**src/rtl/async_fifo_reader.sv**
```systemverilog
// Read-side consumer for the async FIFO: issues reads, buffers returned data in a
// 3-entry skid ring and presents it as a valid/ready stream. Optional counters: ASYNC_FIFO_RD_STATS_EN.
module async_fifo_reader #(
    parameter int data_width = 8
) (
    input  logic                  rclk,
    input  logic                  rrstn,
    input  logic                  fifo_empty,
    input  logic [data_width-1:0] fifo_rdata,
    output logic                  fifo_ren,
    output logic                  m_valid,
    output logic [data_width-1:0] m_data,
    input  logic                  m_ready,
    output logic [15:0]           beat_count,
    output logic [15:0]           stall_count
);

    logic [data_width-1:0] mem_q [3];
    logic [data_width-1:0] mem_d [3];
    logic [1:0]            head_q, head_d;
    logic [1:0]            tail_q, tail_d;
    logic [1:0]            occ_q, occ_d;
    logic                  inflight_q;
    logic [data_width-1:0] data_q, data_d;
    logic                  capture, pop;

    function automatic logic [1:0] idx_inc(input logic [1:0] idx);
        return (idx == 2'd2) ? 2'd0 : idx + 2'd1;
    endfunction

    assign capture = inflight_q;
    assign m_valid = (occ_q != 2'd0);
    assign pop     = m_valid & m_ready;
    assign m_data  = data_q;

    // Only registered state plus fifo_empty feed the read enable; reset forces it low at once.
    assign fifo_ren = rrstn & ~fifo_empty &
                      (({1'b0, occ_q} + {2'b00, inflight_q}) < 3'd3);

    always_comb begin
        mem_d  = mem_q;
        head_d = head_q;
        tail_d = tail_q;
        occ_d  = occ_q;
        if (capture) begin
            mem_d[tail_q] = fifo_rdata;
            tail_d        = idx_inc(tail_q);
        end
        if (pop) head_d = idx_inc(head_q);
        case ({capture, pop})
            2'b10:   occ_d = occ_q + 2'd1;
            2'b01:   occ_d = occ_q - 2'd1;
            default: occ_d = occ_q;
        endcase
        // Output register tracks the next head entry and holds its last value when drained.
        data_d = (occ_d != 2'd0) ? mem_d[head_d] : data_q;
    end

    always_ff @(posedge rclk or negedge rrstn) begin
        if (!rrstn) begin
            for (int i = 0; i < 3; i++) mem_q[i] <= '0;
            head_q     <= 2'd0;
            tail_q     <= 2'd0;
            occ_q      <= 2'd0;
            inflight_q <= 1'b0;
            data_q     <= '0;
        end else begin
            mem_q      <= mem_d;
            head_q     <= head_d;
            tail_q     <= tail_d;
            occ_q      <= occ_d;
            inflight_q <= fifo_ren;
            data_q     <= data_d;
        end
    end

`ifdef ASYNC_FIFO_RD_STATS_EN
    logic [15:0] beat_q, beat_d;
    logic [15:0] stall_q, stall_d;

    always_comb begin
        beat_d  = pop ? beat_q + 16'd1 : beat_q;
        stall_d = stall_q;
        if (m_valid && !m_ready && stall_q != 16'hFFFF) stall_d = stall_q + 16'd1;
    end

    always_ff @(posedge rclk or negedge rrstn) begin
        if (!rrstn) begin
            beat_q  <= 16'd0;
            stall_q <= 16'd0;
        end else begin
            beat_q  <= beat_d;
            stall_q <= stall_d;
        end
    end

    assign beat_count  = beat_q;
    assign stall_count = stall_q;
`else
    assign beat_count  = 16'd0;
    assign stall_count = 16'd0;
`endif

endmodule

```
**config.mk**
```make
export PLATFORM = sky130hd
export DESIGN_NAME = async_fifo_reader
export DESIGN_NICKNAME = d
export VERILOG_FILES = /design/src/rtl/async_fifo_reader.sv
export SDC_FILE = /design/constraint.sdc
export NUM_CORES = 1
export LEC_CHECK = 0
export BUFFER_PORTS_ARGS = -buffer_cell sky130_fd_sc_hd__buf_2
export CAP_MARGIN = 15
export CORE_MARGIN = 4
export CORE_UTILIZATION = 52
export CTS_CLUSTER_DIAMETER = 40
export DETAILED_ROUTE_END_ITERATION = 10
export GPL_ROUTABILITY_DRIVEN = 0
export PLACE_DENSITY = 0.8
export SYNTH_ARGS = -nofsm -noshare
export SYNTH_HDL_FRONTEND = slang
export SYNTH_SLANG_ARGS = --single-unit
```
**constraint.sdc**
```tcl
create_clock -name rclk -period 3.05 [get_ports rclk]
set_input_delay 0.1525 -clock rclk [delete_from_list [all_inputs] [get_ports rclk]]
set_output_delay 0.1525 -clock rclk [all_outputs]
set_load 0.01 [all_outputs]
```
==> summary.txt, run 1 <==
CTS
  – CTS H-Tree Depth: 2
  – Post-CTS sizing: 0
  – CTS tree: done
  – Clock buffer depth: 2
  – Clk_lat worst skew: 0.29 ns
  – Reg clk slew, reported paths: 0.07 ns
  – Total CTS buffers: 5
  – Hold Buf Count CTS: 1
  – CTS root buffer: clkbuf_8
  – CTS sink count: 39
  – Setup bufs post-CTS: 0

Hold path
  – Hold_sp: fifo_empty
  – Hold EP: capture$_DFF_PN0_
  – WHS Path Cells: 2
  – Worst Hold Class: input port to flip-flop

Die
  – Initial Util: 0.551
  – Num rows: 22
  – Die height: approximately 71 um
  – IO Count: 54
  – Die span in x: about 70 um
  – Core box area: ~3800 um2
  – Full die area: between 5000 and 6000 um2

Logic synthesis
  – Mean Syn Cell Area: approximately 11 um2
  – Mapped Cells: 190
  – Area share of the largest cell type after synthesis: 0.469
  – Sequential fraction of the synthesis area: 0.469
  – Distinct cells, synth: 30
  – Synth area leaders: dfrtp_1, buf_4, nand2_1, o221ai_2, mux2_2
  – Synth area leader: dfrtp_1
  – Post-Syn Area: between 2000 and 2500 um2
  – Synth warn: 0
  – FF+latch count, synth: 39

Pwr
  – Peak VDD IR: 0.000640 V
  – Leakage: 1.07 nW
  – Pwr Total: 2.45 mW
  – Pwr/cell area: about 1100 nW/um2

Critical path
  – WP data required: 3.20 ns
  – Critical path cell sequence: o21a_2, ha_1, or3b_1, and3_4, and3_4, o221ai_2, o221ai_1
  – Slowest CP cell: dfrtp_1
  – WP data arrival: 2.46 ns
  – Worst setup EP type: flip-flop
  – Max incr delay on CP: between 0.4 and 0.5 ns
  – FF-to-FF End: m_data[1]$_DFFE_PN0P_
  – Reg2reg start: occ_q[0]$_DFF_PN0_
  – Register-to-Register Setup Slack: 0.74 ns
  – Worst reg2reg path depth: 7
  – CP Class: flip-flop to flip-flop
  – Most frequent cell on the critical path: and3_4
  – Startpoint types: flip-flop
  – Maximum fanout along the worst path: 9

Route
  – Avg Vias per Cell: 5.08
  – Residual DRC: 0
  – Wire per inst: 14.5 um
  – DR vias: roughly 1.3k
  – Detailed Route WL: between 3000 and 4000 um
  – First-pass DRT Iterations: 4
  – Drt first-iter violations: 72
  – Final ANT Viol Nets: 0

Finish
  – Fin cells: 264
  – End-of-flow core utilization: 0.587
  – ANT cells: 0
  – Layout area overhead: 6.44%
  – # nets final: ~230
  – Share of layout cells above drive strength 1: 0.259

Placed design
  – Port buffer count: 21
  – Placed instance count: between 200 and 300
  – DP HPWL: 2700 um

STA
  – Count of final setup violators: 0
  – Slew at the pin with the worst max-slew slack: approximately 0.57 ns
  – Relative slew slack: 0.607
  – RSZ-0062 raised after global routing: false
  – Max Freq: 433 MHz
  – Pins Over Slew Limit: 0
  – Final Critical Period: about 2.3 ns
  – Hold Vio Cnt, Final: 0
  – Setup TNS: 0 ns
  – Final Skew: 0.00349 ns
  – Final hold slack: 0.0495 ns
  – Final period util: 0.756

GRT
  – Pin count of the biggest net entering global routing: 40
  – Vias in the first global route: 1251
  – All-layer global routing usage: 0.159
  – Initial antenna violation count: 0
  – First-pass GRT wire length: 6220 um
  – Total gr overflow: 0

Outcome
  – Status: complete, no violations

Flow run
  – Max_cap viols: 0
-- through the flow --
| stage | setup slack (ns) | instance area, um2 |
|---|---|---|
| after global placement | 0.815 | 2100 |
| after CTS | 0.734 | 2210 |
| after global routing | 0.598 | 2210 |
| final | 0.743 | 2210 |
| after floorplan | 0.762 | 2200 |
| after detailed placement | 0.750 | 2100 |
-- Yosys cell counts --
cell type / number
a2111oi_0: 1
a21o_1: 2
and3_4: 2
buf_2: 1
buf_4: 33
buf_6: 2
conb_1: 1
dfrtp_1: 39
ha_1: 3
inv_1: 2
inv_2: 2
mux2_1: 6
mux2_2: 10
mux2i_2: 2
nand2_1: 41
nand2_4: 1
nand2b_1: 2
nand3_1: 1
nand3b_1: 3
nand4bb_1: 2
nor2_1: 10
nor3_1: 1
o21a_1: 1
o21a_2: 1
o221ai_1: 8
o221ai_2: 8
or2_2: 1
or3b_1: 1
xnor2_1: 2
xor2_1: 1
-- cells in the final DEF (no fill, tap or decap), drive strengths merged, types with 2 or more instances in the layout --
cell type and count:
mux2i 2, a21o 2, ha 3, mux2 16, inv 4, nand4bb 2, nand2b 2, clkbuf 6
conb 32, and3 2, dfrtp 39, o221ai 16, nand2 42, o21a 2, nor2 10, nand3b 3
buf 23, xnor2 2
-- report_power, final --
group          switching, mW  internal (mW)
logic                  0.585          0.505
clock network          0.165          0.240
registers              0.173          0.786
total                  0.923           1.53
-- worst max-delay path by stage --
stage                  startpoint               endpoint  cells after the start
5_1_grt        occ_q[0]$_DFF_PN0_  m_data[1]$_DFFE_PN0P_                      7
2_1_floorplan  occ_q[0]$_DFF_PN0_  m_data[0]$_DFFE_PN0P_                      9
6_report       occ_q[0]$_DFF_PN0_  m_data[1]$_DFFE_PN0P_                      7
4_1_cts        occ_q[0]$_DFF_PN0_  m_data[5]$_DFFE_PN0P_                      7
3_5_place_dp   occ_q[0]$_DFF_PN0_  m_data[7]$_DFFE_PN0P_                      7
3_3_place_gp   occ_q[0]$_DFF_PN0_  m_data[5]$_DFFE_PN0P_                      7
-- area by class of cell --
cell class | instances | area (um2)
flip-flops and latches | 39 | 976
clock buffers | 6 | 72.6
inverters | 4 | 15.0
clock inverters | 1 | 30.0
fillers | 334 | 1560
multi-input cells | 142 | 930
well taps | 48 | 60.1
repair buffers | 24 | 130
-- sequential cells by signal, summed over array words and instances, names as in the netlist --
name / cells
m_data: 8
mem_q: 24
capture: 1
tail_q: 2
occ_q: 2
head_q: 2
-- critical path, delay by kind of cell, from the launching register on --
family                     cells  cell delay (ns)
and+or+nand+nor                3             0.85
AOI/OAI and AO/OA              3             0.49
DFF                            1             0.47
adders and majority gates      1             0.35
-- kinds of logic (layout without fill, tap and decap cells) --
group | after synthesis | count (layout) | synth area share
other cells | 1 | 32 | 0.00180
compound gates | 21 | 21 | 0.111
xor+xnor | 3 | 3 | 0.0126
fa+ha+maj | 3 | 3 | 0.0181
buf+inv | 40 | 35 | 0.140
simple gates | 65 | 65 | 0.148
flops | 39 | 39 | 0.469
mux | 18 | 18 | 0.0999
-- routing by layer --
metal / global-route usage / vias up / share of wire
met1: 0.222 / 647 / 0.45
met3: 0.0407 / 8 / 0.070
met4: 0.0626 / 0 / 0.019
met5: 0 / - / 0
li1: - / 644 / -
met2: 0.239 / 42 / 0.47
No activity file was read; power rests on OpenSTA's default activity.
==> inputs of run 2 (changes only) <==
clock period = 2.3 ns   (was 3.05 ns; I/O delays follow)
==> run 2 against run 1 <==
  * Global-route usage rose by 0.45 points
  * Non-clock buffer count grew 4
  * Fmax rose by 8.2%
  * Sequential power up 29%
  * Critical path type unchanged
  * Largest cell class unchanged
  * Largest power group unchanged
==> summary.txt, run 2 (synthesis gave the netlist of run 1 again) <==
GRT
  – Vias in the first global route: 1318 (+5.4%)
  – Pin count of the biggest net entering global routing: 40 (unchanged)
  – First-pass GRT wire length: 6490 um (+4.3%)
  – All-layer global routing usage: 0.164 (+0.00449)
  – Initial antenna violation count: 0 (unchanged)
  – Total gr overflow: 0 (unchanged)

STA
  – Final hold slack: 0.0625 ns (+0.0129 ns)
  – Pins Over Slew Limit: 0 (unchanged)
  – Final period util: 0.927 (+0.170)
  – Final Skew: 0.00694 ns (+0.00345 ns)
  – Final Critical Period: 2.13 ns (-0.175 ns)
  – Slew at the pin with the worst max-slew slack: 0.531 ns (-0.0436 ns)
  – Relative slew slack: 0.639 (+0.0319)
  – RSZ-0062 raised after global routing: false
  – Hold Vio Cnt, Final: 0 (unchanged)
  – Count of final setup violators: 0 (unchanged)
  – Max Freq: 469 MHz (+8.2%)
  – Setup TNS: 0 ns (unchanged)

Critical path
  – Startpoint types: flip-flop
  – Worst setup EP type: flip-flop
  – Worst reg2reg path depth: 7 (unchanged)
  – Maximum fanout along the worst path: 9 (unchanged)
  – Register-to-Register Setup Slack: 0.17 ns (-0.57 ns)
  – CP Class: flip-flop to flip-flop
  – WP data required: 2.46 ns (-0.74 ns)
  – WP data arrival: 2.29 ns (-0.17 ns)

Hold path
  – WHS Path Cells: 3 (+1)
  – Worst Hold Class: input port to flip-flop

Placed design
  – Post-DP Area: 2120 um2 (+1.1%)
  – Port buffer count: 21 (unchanged)
  – DP HPWL: 2770 um (+2.5%)

Finish
  – Fill cell count: 324 (-3.0%)
  – ANT cells: 0 (unchanged)
  – Multi-input gate area: 942 um2 (+1.3%)
  – Share of layout cells above drive strength 1: 0.281 (+0.0213)
  – Design area: 2270 um2 (+2.7%)
  – Max reg flops: 24 (unchanged)
  – Largest Register: mem_q
  – Most frequent cells in the layout: nand2_1, dfrtp_1, conb_1
  – Most common cell after layout, fill and taps aside: nand2_1
  – Sequential cell area: 976 um2 (unchanged)
  – # nets final: 235 (+1.7%)
  – Layout area overhead: 9.33%

Die
  – IO Count: 54 (unchanged)
  – Initial Util: 0.551 (unchanged)
  – Die span in x: 71.2 um (unchanged)
  – Die height: 71.2 um (unchanged)
  – Full die area: 5070 um2 (unchanged)
  – Core box area: 3770 um2 (unchanged)
  – Num rows: 22 (unchanged)

Route
  – Final ANT Viol Nets: 0 (unchanged)
  – First-pass DRT Iterations: 4 (unchanged)
  – DR vias: 1394 (+4.0%)
  – Residual DRC: 0 (unchanged)
  – Wire per inst: 14.8 um (+2.1%)
  – Detailed Route WL: 3990 um (+4.0%)
  – Drt first-iter violations: 93 (+29%)
  – Avg Vias per Cell: 5.18 (+2.0%)

CTS
  – Total CTS buffers: 5 (unchanged)
  – CTS tree: done
  – CTS sink count: 39 (unchanged)
  – Reg clk slew, reported paths: 0.08 ns (about the same)
  – CTS H-Tree Depth: 2 (unchanged)
  – Clk_lat worst skew: 0.29 ns (about the same)
  – Clock buffer depth: 2 (unchanged)
  – CTS root buffer: clkbuf_8

Outcome
  – Status: complete, no violations

Pwr
  – Pwr/cell area: 1490 nW/um2 (+34%)
  – Pwr Total: 3.38 mW (+38%)
  – Peak VDD IR: 0.000824 V (+29%)
  – Leakage: 1.10 nW (+2.7%)

Flow run
  – Max_cap viols: 0 (unchanged)
==> run 2: path summary, 6_finish.rpt <==
check                                            from               endpoint
max in group asynchronous                       rrstn  m_data[3]$_DFFE_PN0P_
worst min register to register  m_data[4]$_DFFE_PN0P_  m_data[4]$_DFFE_PN0P_
worst min-delay path                    fifo_rdata[7]    mem_q[15]$_DFF_PN0_
worst max-delay path               occ_q[1]$_DFF_PN0_  m_data[6]$_DFFE_PN0P_
min in group asynchronous                       rrstn     mem_q[7]$_DFF_PN0_
worst max register to register     occ_q[1]$_DFF_PN0_  m_data[6]$_DFFE_PN0P_
==> run 2: power by group <==
part           total (mW)  internal, mW  leakage (nW)  switching, mW
Clock               0.593         0.351        0.0612          0.242
Combinational        1.54         0.712         0.567          0.831
Sequential           1.24          1.04         0.468          0.203
Total                3.38          2.10          1.10           1.28
==> run 2: cell type report <==
class | count | area share
flip-flops and latches | 39 | 0.429
clock inverters | 2 | 0.0154
well taps | 48 | 0.0264
multi-input cells | 142 | 0.414
inverters | 4 | 0.00660
clock buffers | 6 | 0.0363
repair buffers | 28 | 0.0715
==> run 2: critical path, stage by stage, from the launching register on <==
cell,delay [ns]
dfrtp_1,0.38
o21a_2,0.25
ha_4,0.30
or3b_1,0.36
and3_4,0.24
and3_4,0.25
o221ai_2,0.07
o221ai_1,0.14
==> run 2: stage by stage <==
step                      instances  utilization  setup WS (ns)
after detailed placement        259        0.563          0.120
after floorplan                 221            -         0.0116
final                           269        0.603          0.168
after global placement          259        0.563          0.164
after CTS                       269        0.600          0.104
after global routing            269        0.603         0.0445
==> run 2: repair_timing <==
| item | in CTS | in global routing |
|---|---|---|
| setup endpoints to repair | 0 | 3 |
| gates resized for setup | 0 | 1 |
| hold endpoints to repair | 40 | 0 |
| hold buffers | 2 | 0 |
| setup buffers | 0 | 0 |
==> run 2: per-layer routing <==
layer / track usage / share of wire / vias to the layer above
li1: - / - / 656
met3: 0.0407 / 0.078 / 5
met5: 0 / 0 / -
met4: 0.0438 / 0.010 / 0
met2: 0.246 / 0.47 / 56
met1: 0.238 / 0.44 / 677
